File: src/rtl/pfgen_stride_pkg.sv
// Shared types for the stride prefetch generator and its pfgtopfe_op channel.
// Its types are unaffected by PFGEN_THROTTLE_EN.
package pfgen_stride_pkg;

  localparam int PF_STRIDE_W = 12;
  localparam int PF_ADDR_W   = 39;

  typedef struct packed {
    logic [PF_ADDR_W-1:0]          laddr;
    logic signed [PF_STRIDE_W-1:0] stride;
    logic [3:0]                    n;
  } I_pfgtopfe_op_type;

  typedef struct packed {
    logic [15:0] nuseful;
    logic [15:0] nuseless;
  } PF_cache_stats_type;

  function automatic logic [15:0] sat_inc16(input logic [15:0] v);
    return (v == 16'hFFFF) ? v : v + 16'd1;
  endfunction

endpackage

File: src/rtl/pfgen_stride_table.sv
// Direct-mapped per-PC stride table: combinational lookup/train, write at the edge.
// Its behaviour is unaffected by PFGEN_THROTTLE_EN.
module pfgen_stride_table
  import pfgen_stride_pkg::*;
#(
  parameter int ENTRIES = 16,
  parameter int TAG_W   = 8,
  parameter int IDX_W   = $clog2(ENTRIES)
) (
  input  logic                         clk,
  input  logic                         reset,
  input  logic                         in_valid,
  input  logic [IDX_W-1:0]             in_idx,
  input  logic [TAG_W-1:0]             in_tag,
  input  logic [PF_ADDR_W-1:0]         in_addr,
  output logic                         hit,
  output logic                         match,
  output logic [1:0]                   conf,
  output logic signed [PF_STRIDE_W-1:0] stride
);

  typedef struct packed {
    logic                   v;
    logic [TAG_W-1:0]       tag;
    logic [PF_ADDR_W-1:0]   last_addr;
    logic [PF_STRIDE_W-1:0] stride;
    logic [1:0]             conf;
  } entry_t;

  entry_t               tbl [ENTRIES];
  entry_t               ent;
  entry_t               ent_nxt;
  logic [PF_ADDR_W-1:0] delta;
  logic                 fits;

  always_comb begin
    ent   = tbl[in_idx];
    hit   = in_valid && ent.v && (ent.tag == in_tag);
    delta = in_addr - ent.last_addr;
    // Representable in signed 12 bits when bits 38..11 are a pure sign extension.
    fits  = (delta[PF_ADDR_W-1:PF_STRIDE_W-1] == '0) ||
            (delta[PF_ADDR_W-1:PF_STRIDE_W-1] == '1);
    match = hit && fits && (delta[PF_STRIDE_W-1:0] == ent.stride) && (delta != '0);

    ent_nxt           = ent;
    ent_nxt.last_addr = in_addr;
    if (!hit) begin
      ent_nxt.v      = 1'b1;
      ent_nxt.tag    = in_tag;
      ent_nxt.stride = '0;
      ent_nxt.conf   = 2'd0;
    end else if (match) begin
      if (ent.conf != 2'd3) ent_nxt.conf = ent.conf + 2'd1;
    end else if (ent.conf != 2'd0) begin
      ent_nxt.conf = ent.conf - 2'd1;
    end else begin
      ent_nxt.stride = fits ? delta[PF_STRIDE_W-1:0] : '0;
    end

    conf   = ent_nxt.conf;
    stride = ent.stride;
  end

  always_ff @(posedge clk) begin
    if (reset) begin
      for (int i = 0; i < ENTRIES; i++) tbl[i] <= '0;
    end else if (in_valid) begin
      tbl[in_idx] <= ent_nxt;
    end
  end

endmodule

File: src/rtl/pfgen_stride.sv
// Stride prefetch generator: input stage, table training, 1-deep op register, counters.
// Define PFGEN_THROTTLE_EN to throttle degree/suppress candidates from pf_dcstats.
module pfgen_stride
  import pfgen_stride_pkg::*;
#(
  parameter int ENTRIES     = 16,
  parameter int TAG_W       = 8,
  parameter int CONF_THRESH = 2,
  parameter int DEGREE      = 4
) (
  input  logic               clk,
  input  logic               reset,
  input  logic               ld_valid,
  input  logic [38:0]        ld_pc,
  input  logic [38:0]        ld_laddr,
  output logic               pfgtopfe_op_valid,
  input  logic               pfgtopfe_op_retry,
  output I_pfgtopfe_op_type  pfgtopfe_op,
  input  PF_cache_stats_type pf_dcstats,
  output logic [15:0]        pf_issued,
  output logic [15:0]        pf_dropped
);

  localparam int IDX_W = $clog2(ENTRIES);

  logic                          s1_valid;
  logic [IDX_W-1:0]              s1_idx;
  logic [TAG_W-1:0]              s1_tag;
  logic [PF_ADDR_W-1:0]          s1_addr;
  logic                          tbl_hit;
  logic                          tbl_match;
  logic [1:0]                    tbl_conf;
  logic signed [PF_STRIDE_W-1:0] tbl_stride;
  logic [3:0]                    eff_degree;
  logic                          suppress;
  logic                          cand;
  logic                          xfer;
  logic                          load_op;
  logic                          drop;
  I_pfgtopfe_op_type             cand_op;
  logic                          unused_pc;

  assign unused_pc = ^{ld_pc[38:IDX_W+2+TAG_W], ld_pc[1:0]};

  always_ff @(posedge clk) begin
    if (reset) s1_valid <= 1'b0;
    else       s1_valid <= ld_valid;
  end

  always_ff @(posedge clk) begin
    s1_idx  <= ld_pc[IDX_W+1:2];
    s1_tag  <= ld_pc[IDX_W+2 +: TAG_W];
    s1_addr <= ld_laddr;
  end

  pfgen_stride_table #(
    .ENTRIES (ENTRIES),
    .TAG_W   (TAG_W)
  ) u_table (
    .clk      (clk),
    .reset    (reset),
    .in_valid (s1_valid),
    .in_idx   (s1_idx),
    .in_tag   (s1_tag),
    .in_addr  (s1_addr),
    .hit      (tbl_hit),
    .match    (tbl_match),
    .conf     (tbl_conf),
    .stride   (tbl_stride)
  );

`ifdef PFGEN_THROTTLE_EN
  PF_cache_stats_type stats_q;

  always_ff @(posedge clk) begin
    if (reset) stats_q <= '0;
    else       stats_q <= pf_dcstats;
  end

  always_comb begin
    eff_degree = (stats_q.nuseless > stats_q.nuseful) ? 4'd1 : 4'(DEGREE);
    suppress   = ({1'b0, stats_q.nuseless} > {stats_q.nuseful, 1'b0}) &&
                 (stats_q.nuseless >= 16'd64);
  end
`else
  logic unused_stats;
  assign unused_stats = ^pf_dcstats;
  assign eff_degree   = 4'(DEGREE);
  assign suppress     = 1'b0;
`endif

  always_comb begin
    cand           = tbl_hit && tbl_match && (tbl_conf >= 2'(CONF_THRESH)) && !suppress;
    cand_op.laddr  = s1_addr + {{(PF_ADDR_W-PF_STRIDE_W){tbl_stride[PF_STRIDE_W-1]}}, tbl_stride};
    cand_op.stride = tbl_stride;
    cand_op.n      = eff_degree;
    xfer           = pfgtopfe_op_valid && !pfgtopfe_op_retry;
    // A transfer and a new load can share a cycle; only a held op blocks.
    load_op        = cand && (!pfgtopfe_op_valid || !pfgtopfe_op_retry);
    drop           = cand && pfgtopfe_op_valid && pfgtopfe_op_retry;
  end

  always_ff @(posedge clk) begin
    if (reset) begin
      pfgtopfe_op_valid <= 1'b0;
      pfgtopfe_op       <= '0;
      pf_issued         <= '0;
      pf_dropped        <= '0;
    end else begin
      if (load_op) begin
        pfgtopfe_op_valid <= 1'b1;
        pfgtopfe_op       <= cand_op;
      end else if (xfer) begin
        pfgtopfe_op_valid <= 1'b0;
      end
      if (xfer) pf_issued  <= sat_inc16(pf_issued);
      if (drop) pf_dropped <= sat_inc16(pf_dropped);
    end
  end

endmodule

File: config.mk
export PLATFORM = sky130hd
export DESIGN_NAME = pfgen_stride
export DESIGN_NICKNAME = d
export VERILOG_FILES = /design/src/rtl/pfgen_stride_pkg.sv /design/src/rtl/pfgen_stride_table.sv /design/src/rtl/pfgen_stride.sv
export SDC_FILE = /design/constraint.sdc
export NUM_CORES = 2
export LEC_CHECK = 0
export ABC_AREA = 1
export BUFFER_PORTS_ARGS = -buffer_cell sky130_fd_sc_hd__buf_2
export CORE_MARGIN = 3
export CORE_UTILIZATION = 30
export CTS_CLUSTER_DIAMETER = 200
export CTS_CLUSTER_SIZE = 25
export DETAILED_ROUTE_END_ITERATION = 10
export SLEW_MARGIN = 20
export SYNTH_ARGS = -nofsm -noshare
export SYNTH_HDL_FRONTEND = slang
export SYNTH_SLANG_ARGS = --single-unit
File: constraint.sdc
create_clock -name clk -period 7.15 [get_ports clk]
set_input_delay 0.3575 -clock clk [delete_from_list [all_inputs] [get_ports clk]]
set_output_delay 0.3575 -clock clk [all_outputs]
set_load 0.01 [all_outputs]
==> results.md <==
- Peak per-stage delay on the critical path: 0.68 ns
- Synth top area share: 57.3%
- Post-synthesis cell count: 5304
- Most common cell on crit path: nand2_1
- Detailed Place HPWL: 110 mm
- Design area: approximately 58000 um2
- R2R Setup Slk: about 1.0 ns
- CTS tree: yes
- Crit path DAT: 6.69 ns
- Final wirelength: 179 mm
- Antenna violations before repair: 9
- Slew @ Worst Pin: 1.20 ns
- Hold endpoint: s1_valid$_SDFF_PP0_
- Synth cell types: 48
- Remaining antenna violation count: 0
- TritonRoute pass-1 iters: 6
- Final Cycle Share: 85.4%
- Cell taking the most area after synthesis: edfxtp_1
- Max_slew headroom: 19.9%
- Reg2reg start: s1_idx[0]$_DFF_P_
- CP Data Required Time: 7.73 ns
- Max clock buf depth: 3
- Clk Latency, worst-skew pair: 0.71 ns
- H-tree depth: 2
- Mean Syn Cell Area: roughly 10 um2
- Pwr Density: 220 nW/um2
- Min-delay src: ld_valid
- Top Family by Delay on Critical Path: simple AND/OR/NAND/NOR gates
- DR vias/cell: 5.21
- Yosys warning count: 0
- Leakage: around 23 nW
- CTS sink cnt: 1129
- Max-cap violations: 0
- Clock skew: 0.0477 ns
- Port Buffers: between 100 and 150
- Fin. max-slew vios: 0
- DRC violations left: 0
- Initial Utilization: a little over 30%
- Setup violators final: 0
- CP Class: reg2reg
- Detailed Route Iter0 Violations: 4440
- First-pass GRT wire length: 259 mm
- Netlist Area Pre-Place: 52000 um2
- Final net count: 5551
- Tot GR Track Use: between 10% and 20%
- CP bufs+invs: 3
- Vias in the first global route: 38900
- Via count: 40200
- Grt ovf: 0
- Crit path max fanout: between 80 and 90
- Post-synth EDFFs: 992
- Die Width: between 400 and 500 um
- Die area: 178000 um2
- Min Hold Slack: about 0.047 ns
- Avg WL per Cell: 23.2 um
- Number of core rows: 152
- Area delta synth->final: 11.1%
- Ratio of cells with drive above 1 in the final layout: 7.15%
- Largest net degree at the start of global routing: between 80 and 90
- Core area: 172000 um2
- Status: finished, final reports clean
- Crit-path slowest cell: dfxtp_2
- Root Driver: clkbuf_16
- Fmax: around 0.16 GHz
- Post-synth ARST share: 0%
- I/O pin count: 202
- Chip Height: 422 um
- Most area-consuming cells after synthesis: edfxtp_1 (57%), nor2_1 (9.0%), nand2_1 (7.3%), a22oi_1 (5.3%), dfxtp_1 (5.3%)
- Tightest Hold Check Type: in2reg
- Crit start category: flip-flop
- Synthesized flop and latch total: approximately 1100
- Most used DFF post-synth: edfxtp_1
- Hold path cells: 3
- Placed cell areas: approximately 56000 um2
- FF-to-FF End: pf_dropped[13]$_SDFFE_PP0P_
- Clock-pin slew on the worst setup and hold paths: 0.11 ns
- Hold Violations, Final: 0
- Worst setup EP type: flip-flop
- Final GP Congestion: 0.928
- Clock period minus worst slack: about 6.1 ns
- Num CTS Buffers: 51
- RSZ-0062 raised after global routing: false
- Post-synthesis sequential area ratio: a little over three fifths
- TNS Setup: 0 ns
- VDD IR max: between 150 and 200 uV
- Reg2Reg Depth: 29
routing by layer:
metal | global-route usage, % | share of wire, %
met3 | 2.39 | 8.1
met2 | 33.6 | 49
met4 | 7.96 | 4.6
met5 | 0 | 0.027
met1 | 24.3 | 38
stage by stage:
step           cells  power, W  utilization [%]  setup slack, ns
2_1_floorplan   5306   0.00858                -             2.08
3_3_place_gp    7563   0.00924             32.4             1.23
3_5_place_dp    7563   0.00925             32.4             1.19
4_1_cts         7710    0.0127             33.6             1.18
5_1_grt         7710    0.0131             33.6            0.534
6_report        7714    0.0127             33.6             1.04
worst max-delay path by stage:
stage                                 start                              end  slack [ns]  cells after the start
after CTS                 s1_idx[3]$_DFF_P_      pf_dropped[13]$_SDFFE_PP0P_        1.18                     29
after global placement    s1_idx[3]$_DFF_P_      pf_dropped[13]$_SDFFE_PP0P_        1.23                     29
after detailed placement  s1_idx[3]$_DFF_P_      pf_dropped[13]$_SDFFE_PP0P_        1.19                     29
final                     s1_idx[0]$_DFF_P_      pf_dropped[13]$_SDFFE_PP0P_        1.04                     29
after floorplan           s1_idx[1]$_DFF_P_  u_table.tbl[0][2]$_SDFFCE_PN0P_        2.08                     35
after global routing      s1_idx[0]$_DFF_P_      pf_dropped[13]$_SDFFE_PP0P_        0.53                     28
worst min-delay path, cell delays in order:
cell	delay, ns
buf_2	0.08
inv_1	0.11
nor2_1	0.14
where the power goes:
part	switching [W]	total [W]	internal (W)
clock network	0.00212	0.00353	0.00141
logic	0.00126	0.00173	0.000463
registers	0.000100	0.00743	0.00733
total	0.00349	0.0127	0.00920
cells by family after synthesis:
group           after synthesis  synth area share, %
simple gates               2534                 19.4
fa+ha+maj                    80                 1.96
other cells                   1              0.00722
compound gates              859                 10.4
xor+xnor                     41                0.691
buf+inv                     660                 4.93
flops                      1129                 62.6
cell usage in the layout, fill, tap and decap left out, types with 68 or more instances in the layout:
master and n:
nor2_1 1242, edfxtp_1 992, nand2_1 989, a22oi_1 368, inv_1 308, a21oi_1 303
buf_2 139, dfxtp_1 136, o21ai_0 123, nand3_1 115, buf_4 107, ha_1 78
nand4_1 68
flip-flops by register name, summed over array words and instances (netlist names):
| register | count |
|---|---|
| s1_idx | 4 |
| u_table.tbl | 992 |
| pf_issued | 16 |
| s1_valid | 1 |
| pfgtopfe_op | 52 |
| s1_tag | 8 |
| pf_dropped | 16 |
| pfgtopfe_op_valid | 1 |
| s1_addr | 39 |
repair_timing:
action | in CTS | in global routing
hold endpoints to repair | 51 | 0
resized for setup | 0 | 0
hold buffers | 51 | 0
setup buffers | 0 | 0
synth_stat cells (10+ instances only):
cell / count
o211ai_2: 12
a21oi_1: 303
inv_2: 21
a22oi_1: 368
buf_2: 45
clkbuf_1: 256
nand4_1: 68
ha_1: 78
a31oi_1: 10
xor2_1: 28
nor3_1: 31
xnor2_1: 13
nand3_1: 115
inv_1: 311
nand3b_1: 13
buf_1: 14
o21ai_0: 123
edfxtp_1: 992
nand2_1: 1007
nor2_1: 1244
nor4_1: 41
dfxtp_1: 137
final cells by class:
type	count	area [um2]
well taps	2310	2890
fillers	17500	114000
multi-input cells	3517	17000
diodes	4	10.0
clock buffers	93	1460
clock inverters	3	80.1
flip-flops and latches	1129	32500
inverters	340	1310
repair buffers	318	2430
(Power assumes the default switching activity.)
